**config.mk**
```make
export PLATFORM = sky130hd
export DESIGN_NAME = bcd_scan_display
export DESIGN_NICKNAME = d
export VERILOG_FILES = /design/src/rtl/bcd_scan_display.sv
export SDC_FILE = /design/constraint.sdc
export NUM_CORES = 1
export LEC_CHECK = 0
export BUFFER_PORTS_ARGS = -buffer_cell sky130_fd_sc_hd__buf_2
export CORE_ASPECT_RATIO = 1.5
export CORE_MARGIN = 2
export CORE_UTILIZATION = 60
export DETAILED_ROUTE_END_ITERATION = 10
export GPL_TIMING_DRIVEN = 0
export PLACE_DENSITY = 0.79
export SETUP_SLACK_MARGIN = 0.02
export SLEW_MARGIN = 20
export SYNTH_ARGS = -nofsm -noshare
export SYNTH_HDL_FRONTEND = slang
export SYNTH_SLANG_ARGS = --single-unit
```
**constraint.sdc**
```tcl
create_clock -name clk -period 3.25 [get_ports clk]
set_input_delay 0.1625 -clock clk [delete_from_list [all_inputs] [get_ports clk]]
set_output_delay 0.1625 -clock clk [all_outputs]
set_load 0.02 [all_outputs]
```
**src/rtl/bcd_scan_display.sv**
```systemverilog
// Multiplexed N-digit seven-segment display fed by a serial shift-add-3 binary-to-BCD converter.
// Define BCD_LZB_EN to blank leading zeros (ones digit always shown, overflow dashes unaffected).
module bcd_scan_display #(
   parameter int DATA_W   = 8,
   parameter int DIGITS   = 3,
   parameter int PRESCALE = 1024,
   parameter int BLANK    = 2
) (
   input  logic              clk,
   input  logic              reset,
   input  logic              load_valid,
   input  logic [DATA_W-1:0] load_data,
   output logic              load_ready,
   output logic              busy,
   output logic              overflow,
   output logic [6:0]        seg,
   output logic [DIGITS-1:0] dig_n
);
   localparam int BCD_W = 4 * DIGITS;
   localparam int CNT_W = $clog2(DATA_W + 1);
   localparam int PRE_W = (PRESCALE > 1) ? $clog2(PRESCALE) : 1;
   localparam int IDX_W = (DIGITS > 1) ? $clog2(DIGITS) : 1;
   localparam logic [6:0] SEG_DASH = 7'b0000001;

   typedef enum logic [1:0] {S_IDLE, S_CONV, S_COMMIT} state_t;

   state_t            r_state, w_state_nxt;
   logic              w_take, w_last;
   logic [DATA_W-1:0] r_sh;
   logic [BCD_W-1:0]  r_acc, w_acc_adj;
   logic              r_sticky;
   logic [CNT_W-1:0]  r_cnt;
   logic [BCD_W-1:0]  r_disp;
   logic              r_ovf;
   logic [PRE_W-1:0]  r_pre, w_pre_nxt;
   logic [IDX_W-1:0]  r_idx, w_idx_nxt;
   logic [DIGITS-1:0] w_show;
   logic [6:0]        r_seg, w_seg_nxt;
   logic [DIGITS-1:0] r_dig_n, w_dig_nxt;

   function automatic logic [6:0] seg_pattern(input logic [3:0] nib);
      case (nib)
         4'd0:    seg_pattern = 7'b1111110;
         4'd1:    seg_pattern = 7'b0110000;
         4'd2:    seg_pattern = 7'b1101101;
         4'd3:    seg_pattern = 7'b1111001;
         4'd4:    seg_pattern = 7'b0110011;
         4'd5:    seg_pattern = 7'b1011011;
         4'd6:    seg_pattern = 7'b1011111;
         4'd7:    seg_pattern = 7'b1110000;
         4'd8:    seg_pattern = 7'b1111111;
         4'd9:    seg_pattern = 7'b1110011;
         default: seg_pattern = 7'b0000000;
      endcase
   endfunction

   // Converter control
   always_ff @(posedge clk or posedge reset) begin
      if (reset) r_state <= S_IDLE;
      else       r_state <= w_state_nxt;
   end

   assign w_last = (r_cnt == CNT_W'(DATA_W - 1));

   always_comb begin
      w_state_nxt = r_state;
      w_take      = 1'b0;
      load_ready  = 1'b0;
      unique case (r_state)
         S_IDLE: begin
            load_ready = 1'b1;
            w_take     = load_valid;
            if (load_valid) w_state_nxt = S_CONV;
         end
         S_CONV:   if (w_last) w_state_nxt = S_COMMIT;
         S_COMMIT: w_state_nxt = S_IDLE;
         default:  w_state_nxt = S_IDLE;
      endcase
   end

   assign busy = ~load_ready;

   // Shift-add-3 datapath: correct every nibble before the shift so it carries as decimal
   always_comb begin
      for (int k = 0; k < DIGITS; k++) begin
         w_acc_adj[4*k +: 4] = (r_acc[4*k +: 4] > 4'd4) ? r_acc[4*k +: 4] + 4'd3 : r_acc[4*k +: 4];
      end
   end

   always_ff @(posedge clk) begin
      if (w_take) begin
         r_sh  <= load_data;
         r_acc <= '0;
      end else if (r_state == S_CONV) begin
         r_sh  <= r_sh << 1;
         r_acc <= {w_acc_adj[BCD_W-2:0], r_sh[DATA_W-1]};
      end
   end

   always_ff @(posedge clk or posedge reset) begin
      if (reset) begin
         r_cnt    <= '0;
         r_sticky <= 1'b0;
      end else if (w_take) begin
         r_cnt    <= '0;
         r_sticky <= 1'b0;
      end else if (r_state == S_CONV) begin
         r_cnt    <= r_cnt + CNT_W'(1);
         r_sticky <= r_sticky | w_acc_adj[BCD_W-1];
      end
   end

   // Commit stage
   always_ff @(posedge clk or posedge reset) begin
      if (reset) begin
         r_disp <= '0;
         r_ovf  <= 1'b0;
      end else if (r_state == S_COMMIT) begin
         r_disp <= r_acc;
         r_ovf  <= r_sticky;
      end
   end

   assign overflow = r_ovf;

   // Scan: outputs are registered from the post-edge prescaler/index so they stay aligned with them
   always_comb begin
      w_pre_nxt = r_pre + PRE_W'(1);
      w_idx_nxt = r_idx;
      if (r_pre == PRE_W'(PRESCALE - 1)) begin
         w_pre_nxt = '0;
         w_idx_nxt = (r_idx == IDX_W'(DIGITS - 1)) ? '0 : r_idx + IDX_W'(1);
      end
   end

`ifdef BCD_LZB_EN
   logic w_nz;
   always_comb begin
      w_show = '1;
      w_nz   = 1'b0;
      for (int k = DIGITS - 1; k > 0; k--) begin
         w_nz      = w_nz | (r_disp[4*k +: 4] != 4'd0);
         w_show[k] = w_nz;
      end
   end
`else
   always_comb begin
      w_show = '1;
   end
`endif

   always_comb begin
      w_seg_nxt = 7'b0000000;
      w_dig_nxt = '1;
      for (int k = 0; k < DIGITS; k++) begin
         if (w_idx_nxt == IDX_W'(k)) begin
            w_seg_nxt = w_show[k] ? seg_pattern(r_disp[4*k +: 4]) : 7'b0000000;
            if (w_pre_nxt >= PRE_W'(BLANK)) w_dig_nxt[k] = 1'b0;
         end
      end
      if (r_ovf) w_seg_nxt = SEG_DASH;
   end

   always_ff @(posedge clk or posedge reset) begin
      if (reset) begin
         r_pre   <= '0;
         r_idx   <= '0;
         r_seg   <= 7'b0000000;
         r_dig_n <= '1;
      end else begin
         r_pre   <= w_pre_nxt;
         r_idx   <= w_idx_nxt;
         r_seg   <= w_seg_nxt;
         r_dig_n <= w_dig_nxt;
      end
   end

   assign seg   = r_seg;
   assign dig_n = r_dig_n;

endmodule

```
==> results of run 1 <==
-- final cells by class --
cell class / instances / area [um2]
Multi-Input combinational cell: 266 / 1810
Fill cell: 439 / 1760
Sequential cell: 62 / 1540
Clock buffer: 12 / 145
Timing Repair Buffer: 25 / 145
Inverter: 31 / 116
Tap cell: 72 / 90.1
Buffer: 18 / 87.6
Clock inverter: 4 / 47.5
-- cell families (layout without fill, tap and decap cells) --
logic type / Yosys count / after routing
compound gates: 116 / 116
xor+xnor: 9 / 9
fa+ha+maj: 26 / 26
buf+inv: 49 / 90
flops: 62 / 62
mux: 14 / 14
simple gates: 101 / 101
-- through the flow --
stage                     util [%]  total power, mW  std cells  hold WS, ns
final                         69.3             3.28        490       0.0336
after global routing          69.3             3.54        490       0.0358
after CTS                     69.3             3.29        490       0.0240
after detailed placement      65.8             2.61        473        0.158
after global placement        65.4             2.56        472        0.390
after floorplan                  -             2.28        377        0.248
-- state kept, by name, indices dropped and copies added, names as in the netlist --
name / flops
r_acc: 12
r_disp: 12
r_pre: 10
r_sh: 8
seg: 7
r_cnt: 4
dig_n: 3
r_idx: 2
r_state: 2
overflow: 1
r_sticky: 1
-- cells in the mapped netlist (all sizes together), types with 5 or more instances --
| library cell | instances | area share (%) |
|---|---|---|
| nor2b | 5 | 0.88 |
| inv | 30 | 3.2 |
| and3 | 6 | 1.1 |
| dfxtp | 12 | 6.8 |
| nand2 | 31 | 3.3 |
| nand3 | 11 | 1.5 |
| buf | 8 | 1.4 |
| mux2 | 12 | 3.8 |
| dfrtp | 39 | 27 |
| xnor2 | 7 | 1.7 |
| nor2 | 22 | 2.3 |
| o22ai | 8 | 1.4 |
| nand2b | 6 | 1.1 |
| a21oi | 23 | 3.2 |
| ha | 26 | 9.2 |
| nor3 | 8 | 1.1 |
| edfxtp | 8 | 6.8 |
| o21ai | 44 | 6.2 |
| o31ai | 7 | 1.6 |
| clkbuf | 10 | 1.1 |
-- timing repair --
action / 4_1_cts / 5_1_grt
hold buffers: 1 / 0
hold endpoints to repair: 13 / 0
setup endpoints to repair: 0 / 0
-- cell usage in the layout (no fill, tap or decap), types with 6 or more instances in the layout --
cell      count
o21ai_0      43
dfrtp_1      39
nand2_1      31
inv_1        29
buf_2        27
ha_1         26
a21oi_1      23
nor2_1       22
clkbuf_1     12
mux2_2       12
dfxtp_1      12
nand3_1      11
clkbuf_8     10
nor3_1        8
o22ai_1       8
edfxtp_1      8
xnor2_1       7
nand2b_1      6
o31ai_1       6
-- report_power, final --
group          switching (mW)  internal, mW
clock network           0.296         0.373
registers               0.192          1.05
logic                   0.811         0.551
total                    1.30          1.98
-- worst max-delay path: stages, from the launching register on --
cell and delay [ns]:
dfrtp_1 0.50, ha_1 0.24, nand3_1 0.18, o31ai_2 0.61
o31ai_1 0.17, a221oi_1 0.39, and3_1 0.23
-- routing by layer --
metal | vias up | wire [um] | track usage [%]
li1 | 1418 | - | -
met1 | 1337 | 2830 | 25.8
met2 | 65 | 3660 | 41.7
met3 | 15 | 227 | 6.45
met4 | 0 | 188 | 9.42
met5 | - | 0 | 0
-- worst max path at each step --
stage               endpoint  slack [ns]  cells past startpoint
CTS                   seg[1]        0.94                      6
global route          seg[1]        0.71                      6
finish                seg[1]        0.85                      6
detailed placement    seg[3]        0.98                      6
floorplan             seg[6]        1.34                      6
global placement      seg[3]        1.02                      6
==> results.cfg, run 1 <==
[timing]
max_freq_ghz = 0.416
setup_viol = 0
final_min_period_over_clock_period_pct = 73.9
relSlewSlack_pct = 54.9
drv_slew = 0
timing.clock.skew_ns = 0.00848
hold_viol = 0
min_period_ns = 2.40
timing.final.ws_setup_ns = 0.848
grt_setup_unrepaired = no
tns_ns = 0
worst_pin_slew_ns = 0.672

[worst_setup_path]
critPathKind = reg -> reg
r2r.worst_path.cells = 6
critical_path.startpoint = r_pre[0]
critPathRequiredTime_ns = 3.52
critical_path.endpoint_type = register
cp.arrival_ns = 2.68
crit_fanout = 8
timing.critical_path.from_type = register
timing.reg2reg.setup_slack_ns = 0.85
reg2reg_to = seg[1]
reg2reg_from = r_pre[0]

[run_status]
run_status = finished clean

[hold_path]
hold_path_class = in -> reg
worstHoldStart = load_valid
timing.hold.worst_endpoint = r_sticky
min_delay_path_depth = 2

[logic_synthesis]
ys_seq_elements = 62
ys_seq_area_share_pct = 43.2
adder_and_majority_cell_fraction_of_the_synthesized_area_pct = 9.15
yosys.area_share.simple_pct = 14.4
mapped_nets = 414
synth.yosys.warnings = 0
dominant_combinational_cell_family_by_area_after_synthesis = compound AO/OA/AOI/OAI gates
post_synth_mux_area_share_pct = 4.37
synthArstFlopShare_pct = 67.7
synthFlopType = dfrtp_1
mappedNetlistArea_um2 = 3550
area_fraction_in_compound_gates_after_synthesis_pct = 21.0
synth_cell_types = 59
synth_enable_flop_cells = 8
synthXorXnorAreaFrac_pct = 2.22
netlist_instances = 377
syn_area_per_cell_um2 = 9.43

[floorplanning]
ios = 24
die_width_um = 66.8
floorplan.initialDensity_pct = 61.9
core-area_um2 = 5740
floorplan.rows = 34
dieHeight_um = 98.3
die_footprint_um2 = 6570

[route]
vias_per_cell = 5.79
route.antenna.remaining_nets = 0
drt-pass1-iter-count = 4
drt-total-wl_um = 6910
wl_cell_um = 14.1
violation_count_after_the_first_detailed_routing_iteration = 210
detailroute.via_count = 2835
drcViolationCount = 0

[pwr]
p_leak_nw = 1.74
irDropWorstVdd_v = 0.000526
p_per_area_nw_per_um2 = 823

[placed_design]
port-buffer-count = 23
place.gp.congestion = 0.828
dp_worst_setup_slack_ns = 0.975
placement.cell_area_um2 = 3780
dp_hpwl_um = 5180

[global_route]
grt_pass1_vias = 2720
grt_pass1_wl_um = 11900
grt-ovfl-total = 0
grt_start_max_net_pins = 27
grt_usage_pct = 23.5
grt_antenna_before_repair = 0

[cts]
cts_tree = built
numCtsBuffers = 9
clkSlewWorstSetupHoldPaths_ns = 0.07
postCtsSetupRepairBufs = 0
post_cts_resize_count = 0
cts_buffer_depth = 2
number_of_clock_sinks_seen_by_cts = 62
htreeDepth = 3
cts_root_buffer = clkbuf_8
clock_latency_ns = 0.35

[job]
drv.max_cap_violation_count = 0

[cells_and_area]
insertedDiodeCount = 0
finish.net_count = 450
post-route-cell-area_um2 = 3980
drive_above_1_share_pct = 16.7
syn_to_final_growth_pct = 12.0
Power figures use the tool's default switching activity.
==> inputs of run 2 (changes only) <==
==> constraint.sdc (replaced) <==
create_clock -name clk -period 2.5 [get_ports clk]
set_input_delay 0.125 -clock clk [delete_from_list [all_inputs] [get_ports clk]]
set_output_delay 0.125 -clock clk [all_outputs]
set_load 0.02 [all_outputs]
==> run 2 against run 1 <==
  * Critical path depth did not move
  * Routed wire length rose by 1.0%
  * Sequential cell count did not move
  * Design area rose by 0.47%
  * Largest power group unchanged
  * Largest cell class unchanged
  * Global-route usage rose by 0.28 points
  * Count of clock-buffer cells in the layout did not move
==> results.cfg, run 2 (synthesis results as in run 1) <==
[cells_and_area]
syn_to_final_growth_pct = 12.6
layout_commonest_cell = o21ai_0
drive_above_1_share_pct = 16.7
filler_cell_count = 435
reg_top3 = r_acc x12, r_disp x12, r_pre x10
regArea_um2 = 1540
finish.net_count = 451
multiInputGateArea_um2 = 1820
insertedDiodeCount = 0
final_cell_mix = o21ai_0 (43), dfrtp_1 (39), nand2_1 (31), inv_1 (29), buf_2 (27)

[worst_setup_path]
r2r.worst_path.cells = 6
timing.reg2reg.setup_slack_ns = 0.20
cp.arrival_ns = 2.54
reg2reg_from = r_pre[0]
timing.critical_path.from_type = register
reg2reg_to = seg[3]
worst_setup_path_endpoint = seg[3]
critical_path.endpoint_type = register
critPathRequiredTime_ns = 2.73
critical_path.startpoint = r_pre[0]
critPathKind = reg -> reg
crit_fanout = 8

[floorplanning]
floorplan.initialDensity_pct = 61.9
dieHeight_um = 98.3
die_width_um = 66.8
core-area_um2 = 5740
ios = 24
floorplan.rows = 34
die_footprint_um2 = 6570

[cts]
numCtsBuffers = 9
clock_latency_ns = 0.35
cts_buffer_depth = 2
htreeDepth = 3
clkSlewWorstSetupHoldPaths_ns = 0.07
number_of_clock_sinks_seen_by_cts = 62
cts_root_buffer = clkbuf_8
cts_tree = built

[timing]
drv_slew = 0
timing.final.ws_setup_ns = 0.195
tns_ns = 0
min_period_ns = 2.30
hold_viol = 0
setup_viol = 0
grt_setup_unrepaired = yes
worst_pin_slew_ns = 0.645
final_min_period_over_clock_period_pct = 92.2
max_freq_ghz = 0.434
timing.clock.skew_ns = 0.00849
relSlewSlack_pct = 57.0

[job]
drv.max_cap_violation_count = 0

[placed_design]
dp_hpwl_um = 5180
dp_worst_setup_slack_ns = 0.225
port-buffer-count = 23
place.gp.congestion = 0.828

[pwr]
switching_part_of_the_total_pct = 39.7
p_leak_nw = 1.75
pwr-share-seq_pct = 38.0
p_per_area_nw_per_um2 = 1070
internal_power_mw = 2.57
irDropWorstVdd_v = 0.000684
p_comb_share_pct = 41.6
switchingPower_mw = 1.69
clkPwrFrac_pct = 20.4

[route]
drcViolationCount = 0
detailroute.via_count = 2848
route.antenna.remaining_nets = 0
drt-pass1-iter-count = 4
violation_count_after_the_first_detailed_routing_iteration = 202
wl_cell_um = 14.2
drt-total-wl_um = 6970
vias_per_cell = 5.80

[global_route]
grt_pass1_wl_um = 12100
grt_use_met1_pct = 25.9
grt_antenna_before_repair = 0
grt_pass1_vias = 2734
grt_usage_pct = 23.8
grt_start_max_net_pins = 27
groute.layer.met2.usage_pct = 42.5
global_route.usage.met3_pct = 6.45
grt-ovfl-total = 0
grt-busiest-layer = met2

[hold_path]
hold_path_class = in -> reg
worstHoldStart = load_data[3]

[run_status]
run_status = finished clean
==> run 2: cell count changes in the layout (fill, tap and decap cells not counted), sizes merged <==
cell / previous run / this run
dlygate4sd3: 1 / 2
==> run 2: through the flow <==
stage | hold WS (ns) | util [%] | std cells | total power, mW | cell area [um2]
floorplan | 0.211 | - | 377 | 2.96 | 3550
global placement | 0.352 | 65.4 | 472 | 3.32 | 3760
detailed placement | 0.120 | 65.8 | 473 | 3.40 | 3780
CTS | 0.0675 | 69.5 | 491 | 4.27 | 3990
global route | 0.0720 | 69.7 | 491 | 4.61 | 4000
finish | 0.0771 | 69.7 | 491 | 4.26 | 4000
==> run 2: how the worst min path moves through the flow <==
stage,to,slack (ns),depth (start not counted)
final,r_sh[3],0.08,2
after detailed placement,seg[5],0.12,2
after global routing,r_sh[3],0.07,2
after global placement,r_sticky,0.35,2
after CTS,r_sh[5],0.07,2
after floorplan,r_sticky,0.21,1
==> run 2: repair_timing <==
action	in CTS	in global routing
resized for setup	0	1
endpoints found under the hold margin	14	0
setup buffers	0	0
hold buffers	2	0
setup endpoints to repair	0	1
==> run 2: metal layers <==
| metal | part of all wire [%] | up-vias |
|---|---|---|
| met5 | 0 | - |
| met4 | 2.7 | 0 |
| met3 | 3.3 | 15 |
| met2 | 53 | 65 |
| met1 | 41 | 1346 |
| li1 | - | 1422 |
==> run 2: power groups by stage <==
stage | Combinational, mW | Clock [mW] | Sequential (mW)
detailed placement | 1.76 | 0 | 1.64
global placement | 1.70 | 0 | 1.62
CTS | 1.77 | 0.882 | 1.62
global route | 2.02 | 0.922 | 1.67
finish | 1.77 | 0.870 | 1.62
floorplan | 1.35 | 0 | 1.61
==> run 2: final cells by class <==
class                   instances  share of cell area (%)
plain buffers                  18                    2.19
clock buffers                  12                    3.63
clock inverters                 4                    1.19
inverters                      31                    2.91
multi-input cells             266                    45.6
flip-flops and latches         62                    38.4
well taps                      72                    2.25
repair buffers                 26                    3.88
==> run 2: worst max-delay path, cell delays in order (launching register included) <==
cell	delay (ns)
dfrtp_1	0.50
ha_1	0.24
and3_1	0.21
nand3_1	0.19
o22ai_1	0.58
o211ai_1	0.21
and4_1	0.26
==> inputs of run 3 (changes only) <==
--- a/config.mk
+++ b/config.mk
@@ -6,12 +6,12 @@
 export NUM_CORES = 1
 export LEC_CHECK = 0
 export BUFFER_PORTS_ARGS = -buffer_cell sky130_fd_sc_hd__buf_2
-export CORE_ASPECT_RATIO = 1.5
+export CORE_ASPECT_RATIO = 1.25
 export CORE_MARGIN = 2
-export CORE_UTILIZATION = 60
+export CORE_UTILIZATION = 45
 export DETAILED_ROUTE_END_ITERATION = 10
 export GPL_TIMING_DRIVEN = 0
-export PLACE_DENSITY = 0.79
+export HOLD_SLACK_MARGIN = 0.05
 export SETUP_SLACK_MARGIN = 0.02
 export SLEW_MARGIN = 20
 export SYNTH_ARGS = -nofsm -noshare
==> run 3 against run 2 <==
  * Sequential cell count is the same
  * Utilization decreased by 18 points
  * Count of clock-buffer cells in the layout is 3 lower
==> results.cfg, run 3 (synthesis results as in run 1) <==
[timing]
tns_ns = 0
final_min_period_over_clock_period_pct = 91.8
max_freq_ghz = 0.436
drv_slew = 0
relSlewSlack_pct = 54.4
worst_pin_slew_ns = 0.680
hold_viol = 0
min_period_ns = 2.29
setup_viol = 0
timing.clock.skew_ns = 0.00596
grt_setup_unrepaired = no
holdWs_ns = 0.0734

[floorplanning]
ios = 24
dieHeight_um = 103
die_footprint_um2 = 8630
floorplan.rows = 36
core-area_um2 = 7750
die_width_um = 83.5
floorplan.initialDensity_pct = 45.9

[worst_setup_path]
critical_path_max_stage_delay_ns = 0.61
gate_family_responsible_for_the_most_delay_along_the_worst_path = compound AO/OA/AOI/OAI gates
critPathKind = reg -> reg
reg2reg_to = seg[1]
critical_path.n_buffers_inverters = 0
crit_fanout = 8
timing.reg2reg.setup_slack_ns = 0.21
critPathRequiredTime_ns = 2.78
timing.critical_path.slowest_stage_cell = o31ai_2
cp.arrival_ns = 2.57
critical_path.endpoint_type = register
reg2reg_from = r_pre[0]
r2r.worst_path.cells = 6
timing.critical_path.from_type = register
timing.critical_path.cells = ha_1 > nand3_1 > o31ai_2 > o31ai_1 > a221oi_1 > and3_1

[hold_path]
worstHoldStart = load_data[7]
min_delay_path_depth = 2
timing.hold.worst_endpoint = r_sh[7]
hold_path_class = in -> reg

[cells_and_area]
insertedDiodeCount = 0
drive_above_1_share_pct = 16.7
layout_commonest_cell = o21ai_0
final_cell_mix = o21ai_0 (43), dfrtp_1 (39), nand2_1 (31), inv_1 (29), buf_2 (27)
finish.net_count = 451
syn_to_final_growth_pct = 12.7
reg_top3 = r_acc x12, r_disp x12, r_pre x10
regArea_um2 = 1540
finalCoreUtilization_pct = 51.7
multiInputGateArea_um2 = 1820
filler_cell_count = 738

[global_route]
grt_usage_pct = 17.2
grt-ovfl-total = 0
grt_pass1_wl_um = 11800
grt_antenna_before_repair = 0
grt_pass1_vias = 2569
grt_start_max_net_pins = 25

[cts]
clock_latency_ns = 0.35
cts_root_buffer = clkbuf_8
cts_buffer_depth = 2
cts_tree = built
clkSlewWorstSetupHoldPaths_ns = 0.07
numCtsBuffers = 9
htreeDepth = 3
number_of_clock_sinks_seen_by_cts = 62

[run_status]
run_status = finished clean

[route]
vias_per_cell = 5.43
detailroute.via_count = 2789
drcViolationCount = 0
drt-pass1-iter-count = 4
wl_cell_um = 13.7
violation_count_after_the_first_detailed_routing_iteration = 136
drt-total-wl_um = 7060
route.antenna.remaining_nets = 0

[job]
drv.max_cap_violation_count = 0

[pwr]
post-layout-total-power_mw = 4.13
p_per_area_nw_per_um2 = 1030
p_leak_nw = 1.72
irDropWorstVdd_v = 0.000591

[placed_design]
dp_hpwl_um = 5320
place.gp.congestion = 0.794
port-buffer-count = 23
## run 3: cell count changes in the layout (fill, tap and decap cells not counted)
cell        delta
o31ai_2        +1
clkinv_1       +3
clkbuf_8       -1
clkinvlp_4     +3
o31ai_4        -1
bufinv_16      -1
o22ai_1        -1
o22ai_2        +1
clkbuf_1       -2
clkinv_2       -2
buf_16         +1
buf_12         -1
## run 3: area by class of cell
class,instances,area share (%)
clock inverter,7,1.03
tap,95,2.97
timing repair buffer,26,4.06
inverter,31,2.90
buffer,18,2.19
sequential,62,38.3
multi-input combinational,266,45.4
clock buffer,9,3.09
## run 3: per-layer routing
metal | part of all wire, % | vias to the layer above | GRT usage (%)
met5 | 0 | - | 0
met3 | 3.1 | 11 | 4.37
met2 | 52 | 54 | 32.4
met4 | 1.7 | 0 | 6.20
met1 | 43 | 1297 | 19.1
li1 | - | 1427 | -
## run 3: how the worst max path moves through the flow
stage                     startpoint     end  slack [ns]  depth (start not counted)
after global placement      r_pre[0]  seg[3]        0.23                          6
after detailed placement    r_pre[0]  seg[3]        0.20                          6
after global routing        r_pre[0]  seg[1]        0.08                          6
after floorplan             r_pre[0]  seg[6]        0.59                          6
final                       r_pre[0]  seg[1]        0.21                          6
after CTS                   r_pre[0]  seg[3]        0.17                          6
## run 3: report_power, final
group          switching (mW)  internal, mW  leakage (nW)  total (mW)
Clock                   0.402         0.348        0.0700       0.750
Sequential              0.247          1.37         0.706        1.62
Combinational            1.05         0.719         0.946        1.77
## run 3: repair_timing
action / 4_1_cts / 5_1_grt
resized for setup: 0 / 1
hold endpoints to repair: 19 / 0
hold buffers: 2 / 0
buffers inserted: 0 / 0
setup endpoints to repair: 0 / 1
## run 3: stage by stage
step | setup slack (ns) | std cells | instance area [um2]
6_report | 0.206 | 514 | 4010
2_1_floorplan | 0.588 | 377 | 3550
4_1_cts | 0.168 | 514 | 4000
5_1_grt | 0.0825 | 514 | 4010
3_3_place_gp | 0.229 | 495 | 3790
3_5_place_dp | 0.200 | 496 | 3810
